==> src/rtl/fetch_ctrl.sv <==
// Instruction-fetch sequencer: PC, one-outstanding imem handshake, redirects.
// Optional FETCH_ADEL_EN: misaligned PCs raise if_adel instead of fetching.
module fetch_ctrl #(
  parameter int WIDTH = 32,
  parameter logic [WIDTH-1:0] RESET_PC = 32'hbfc00000,
  parameter logic [WIDTH-1:0] EXC_VEC = 32'hbfc00380
) (
  input  logic             clk,
  input  logic             rst,
  output logic             inst_req,
  output logic [WIDTH-1:0] inst_addr,
  input  logic             inst_addr_ok,
  input  logic             inst_data_ok,
  input  logic [WIDTH-1:0] inst_rdata,
  input  logic             stall,
  input  logic             br_taken,
  input  logic [WIDTH-1:0] br_target,
  input  logic             exc,
  input  logic             eret,
  input  logic [WIDTH-1:0] epc,
  output logic             if_valid,
  output logic [WIDTH-1:0] if_pc,
  output logic [WIDTH-1:0] if_inst,
`ifdef FETCH_ADEL_EN
  output logic             if_adel,
`endif
  output logic [WIDTH-1:0] pc
);

  typedef enum logic [1:0] {BOOT, REQ, WAIT} state_t;

  state_t           state, state_n;
  logic [WIDTH-1:0] pc_n, req_pc, req_pc_n, tgt;
  logic [WIDTH-1:0] ifpc_n, ifinst_n;
  logic             discard, discard_n, ifv_n;
  logic             redir, full, hs;
`ifdef FETCH_ADEL_EN
  logic             adel_n, misal;
`endif

  assign inst_addr = pc;

  always_comb begin
    redir = exc | eret | br_taken;
    priority case (1'b1)
      exc:     tgt = EXC_VEC;
      eret:    tgt = epc;
      default: tgt = br_target;
    endcase
    full = if_valid && stall;
`ifdef FETCH_ADEL_EN
    misal = pc[1:0] != 2'b00;
    inst_req = (state == REQ) && !full && !misal;
`else
    inst_req = (state == REQ) && !full;
`endif
    hs = inst_req && inst_addr_ok;
  end

  always_comb begin
    state_n   = state;
    pc_n      = pc;
    req_pc_n  = req_pc;
    discard_n = discard;
    ifv_n     = if_valid && stall;
    ifpc_n    = if_pc;
    ifinst_n  = if_inst;
`ifdef FETCH_ADEL_EN
    adel_n    = if_adel;
`endif
    unique case (state)
      BOOT: state_n = REQ;
      REQ: begin
        if (hs) begin
          req_pc_n = pc;
          pc_n     = pc + WIDTH'(4);
          state_n  = WAIT;
        end
`ifdef FETCH_ADEL_EN
        else if (misal && !full) begin
          ifv_n    = 1'b1;
          ifpc_n   = pc;
          ifinst_n = '0;
          adel_n   = 1'b1;
        end
`endif
      end
      WAIT: begin
        if (inst_data_ok) begin
          state_n   = REQ;
          discard_n = 1'b0;
          if (!discard) begin
            ifv_n    = 1'b1;
            ifpc_n   = req_pc;
            ifinst_n = inst_rdata;
`ifdef FETCH_ADEL_EN
            adel_n   = 1'b0;
`endif
          end
        end
      end
      default: state_n = BOOT;
    endcase
    // A redirect kills the output and any fetch still owed to us
    if (redir) begin
      pc_n  = tgt;
      ifv_n = 1'b0;
      if ((state == WAIT && !inst_data_ok) || hs) begin
        discard_n = 1'b1;
        state_n   = WAIT;
      end
    end
  end

  always_ff @(posedge clk) begin
    if (rst) begin
      state    <= BOOT;
      pc       <= RESET_PC;
      req_pc   <= '0;
      discard  <= 1'b0;
      if_valid <= 1'b0;
      if_pc    <= '0;
      if_inst  <= '0;
`ifdef FETCH_ADEL_EN
      if_adel  <= 1'b0;
`endif
    end else begin
      state    <= state_n;
      pc       <= pc_n;
      req_pc   <= req_pc_n;
      discard  <= discard_n;
      if_valid <= ifv_n;
      if_pc    <= ifpc_n;
      if_inst  <= ifinst_n;
`ifdef FETCH_ADEL_EN
      if_adel  <= adel_n;
`endif
    end
  end

endmodule

==> config.mk <==
export PLATFORM = sky130hd
export DESIGN_NAME = fetch_ctrl
export DESIGN_NICKNAME = d
export VERILOG_FILES = /design/src/rtl/fetch_ctrl.sv
export SDC_FILE = /design/constraint.sdc
export NUM_CORES = 1
export LEC_CHECK = 0
export ABC_AREA = 1
export BUFFER_PORTS_ARGS = -buffer_cell sky130_fd_sc_hd__buf_2
export CORE_MARGIN = 5
export CORE_UTILIZATION = 50
export CTS_BUF_LIST = sky130_fd_sc_hd__clkbuf_4 sky130_fd_sc_hd__clkbuf_8 sky130_fd_sc_hd__clkbuf_16
export DETAILED_ROUTE_END_ITERATION = 8
export PLACE_DENSITY_LB_ADDON = 0.25
export SLEW_MARGIN = 10
export SYNTH_ARGS = -nofsm -noshare
export SYNTH_HDL_FRONTEND = slang
export SYNTH_SLANG_ARGS = --single-unit
==> constraint.sdc <==
create_clock -name clk -period 1.74 [get_ports clk]
set_input_delay 0.348 -clock clk [delete_from_list [all_inputs] [get_ports clk]]
set_output_delay 0.348 -clock clk [all_outputs]
set_load 0.02 [all_outputs]
==> qor.txt <==
DRC Markers: 0
via count: 6890
deepest clock path buffer count: 2
Synth Register Bits: 132
top-area cell type share of the netlist area: 41.6%
grt total ovfl: 0
worst path arrival time: 1940 ps
Syn Nets: 1041
Cells after Synth: 936
clock buffer count from CTS: 17
die area: 15100 um2
Fin Clk Skew: 5.25 ps
final wirelength: 20.2 mm
final worst setup slack: 114 ps
worst hold path type: input port to register
Max-slew headroom: 73.3%
status: finished, final reports clean
IO buf count: 233
# nets final: 1259
pre-CTS setup slack: 53.5 ps
Skew-Pair Late Insertion Delay: 410 ps
crit path launch type: register
Sum Neg Setup Slack: 0 ps
IO Count: 234
CP required: 2050 ps
Reg2Reg Setup Slack: 110 ps
Hold Vio Cnt, Final: 0
crit end category: register
WHS Path Cells: 3
Max-Cap Viols: 0
Worst R2R Start: inst_addr[2]
largest cells by area after synthesis: dfxtp_1, nand2_1, nor2_1, o21ai_0, buf_4
Die Height: 123 um
Synth Area per Inst: 6.79 um2
Diodes inserted: 0
LEAKAGE: 4.22 nW
area leader, netlist: dfxtp_1
hold buffers post-CTS: 0
Yosys cell types: 40
critical path type: register to register
row cnt: 41
routability-driven placement congestion ratio: 0.932
Area growth, synth to finish: 30.4%
Worst-Margin Slew: 401 ps
power per standard cell area: 948 nW/um2
Reg2Reg Depth: 9
critical path peak fanout: 6
drt wl/cell: 15.1 um
design area: 8290 um2
GRT Overall Usage: 26.7%
drt initial violations: 662
H-tree levels: 4
Period Utilization, post-route: 93.5%
Fillers: 1169
hold_sp: inst_rdata[1]
Routed Antenna Nets: 0
Final Setup Violations: 0
crit path time final: 1630 ps
max-slew violations: 0
largest net degree at the start of global routing: 58
Highest Clock Rate: 615 MHz
antenna violations before repair: 0
Util after Layout: 66.0%
Hold EP: if_inst[1]
CTS sink cnt: 132
RR Endpoint: inst_addr[22]
number of global-route vias before repair: 6408
CTS tree: done
share of cells above drive strength 1: 30.2%
post-synthesis sequential area ratio: 41.6%
clock slew at reported path FFs: 60 ps
Max IR drop VDD: 0.634 mV
Pre-antenna DRT Iters: 5
Syn. warnings: 0
routed vias/inst: 5.15
Post-DP HPWL: 14.7 mm
root buffer cell: clkbuf_16
core area: 12600 um2
area of the multi-input gates: 3060 um2
Placed Area: 7660 um2
Initial Util: 50.6%
storage element area: 2640 um2
synthesized area: 6360 um2
first-pass GRT wire length: 31.7 mm
DIE WIDTH: 123 um
==> report_power, final <==
| group | switching [W] | internal (W) | total [W] |
|---|---|---|---|
| Sequential | 0.000110 | 0.00316 | 0.00327 |
| Clock | 0.00130 | 0.00218 | 0.00348 |
| Combinational | 0.000696 | 0.000414 | 0.00111 |
==> worst max-delay path by stage <==
stage,start,end,slack (ps),cells past startpoint
5_1_grt,inst_addr[2],inst_addr[30],-5,10
3_3_place_gp,stall,inst_addr[17],60,8
2_1_floorplan,inst_addr[3],inst_addr[22],80,9
4_1_cts,inst_addr[19],inst_addr[23],140,6
6_report,inst_addr[2],inst_addr[22],110,9
3_5_place_dp,stall,inst_addr[17],50,8
==> cell usage after synthesis <==
| master | number |
|---|---|
| nor2_2 | 4 |
| xor2_1 | 3 |
| dfxtp_1 | 132 |
| nand3_2 | 1 |
| o32ai_1 | 2 |
| o21bai_2 | 1 |
| o22ai_1 | 1 |
| o211ai_1 | 9 |
| nand2_4 | 1 |
| clkbuf_1 | 26 |
| nor3_1 | 3 |
| a221oi_1 | 1 |
| o21bai_1 | 2 |
| buf_6 | 2 |
| nor4_1 | 1 |
| clkbuf_8 | 1 |
| a31oi_1 | 7 |
| o31ai_1 | 2 |
| inv_1 | 48 |
| nor3b_1 | 1 |
| a21oi_2 | 1 |
| ha_1 | 1 |
| nand3_1 | 36 |
| o311ai_1 | 1 |
| nand3b_1 | 2 |
| buf_1 | 2 |
| o21ai_1 | 6 |
| a21oi_1 | 47 |
| nand4_1 | 3 |
| o21ai_0 | 110 |
| o21a_1 | 1 |
| inv_2 | 5 |
| nor2_4 | 7 |
| or2_2 | 7 |
| nor2_1 | 184 |
| buf_4 | 34 |
| nand2_1 | 214 |
| a211oi_1 | 3 |
| nand2_2 | 7 |
| buf_2 | 17 |
==> worst max-delay path, stage by stage, from the launching register on <==
cell     delay (ps)
dfxtp_1         380
ha_2            230
nand2_2          90
nor2_4          230
nand3_2         140
nor2_2          140
xor2_1          160
nand2_1          60
nand2_1          60
nand2_1          40
==> what timing repair did <==
action / in CTS / in global routing
buffers inserted: 0 / 4
resized for setup: 0 / 6
setup endpoints to repair: 0 / 6
==> logic make-up after synthesis <==
| family | count (synthesis) | share of synthesized area [%] |
|---|---|---|
| AO/OA/AOI/OAI | 194 | 16.5 |
| adder cells (fa/ha/maj) | 1 | 0.197 |
| XOR/XNOR | 3 | 0.413 |
| flip-flops | 132 | 41.6 |
| AND/OR/NAND/NOR | 471 | 30.7 |
| buffers and inverters | 135 | 10.7 |
==> flip-flops by register name, indices dropped and copies added, names as in the netlist <==
register and cells:
discard 1, if_inst 32, if_pc 32, if_valid 1, inst_addr 32, req_pc 32
state 2
==> routing by layer <==
metal  wire length [um]  GRT usage, %  vias to the layer above
met5                  0             0                        -
met4                607          10.8                        0
met3               1510          5.39                       38
met2               9450          42.5                      297
met1               8650          35.4                     3130
li1                   -             -                     3425
==> metrics by stage <==
stage,total power [W],cells,hold WS (ps)
floorplan,0.00400,936,430
global placement,0.00441,1303,454
global route,0.00817,1339,153
detailed placement,0.00443,1303,453
finish,0.00786,1339,156
CTS,0.00789,1335,145
==> placed cells by master (no fill, tap or decap), drive strengths merged, types with 9 or more instances in the layout <==
| master | n |
|---|---|
| a21oi | 48 |
| buf | 281 |
| o21ai | 116 |
| clkbuf | 24 |
| nand3 | 37 |
| o211ai | 9 |
| nand2 | 222 |
| inv | 53 |
| nor2 | 195 |
| dfxtp | 132 |
==> final cells by class <==
| class | instances | share of cell area [%] |
|---|---|---|
| multi-input combinational | 669 | 36.9 |
| clock inverter | 8 | 0.890 |
| sequential | 132 | 31.9 |
| clock buffer | 24 | 6.14 |
| tap | 172 | 2.60 |
| timing repair buffer | 281 | 19.2 |
| inverter | 53 | 2.40 |
Note: power is estimated with default switching activity, not from simulation.
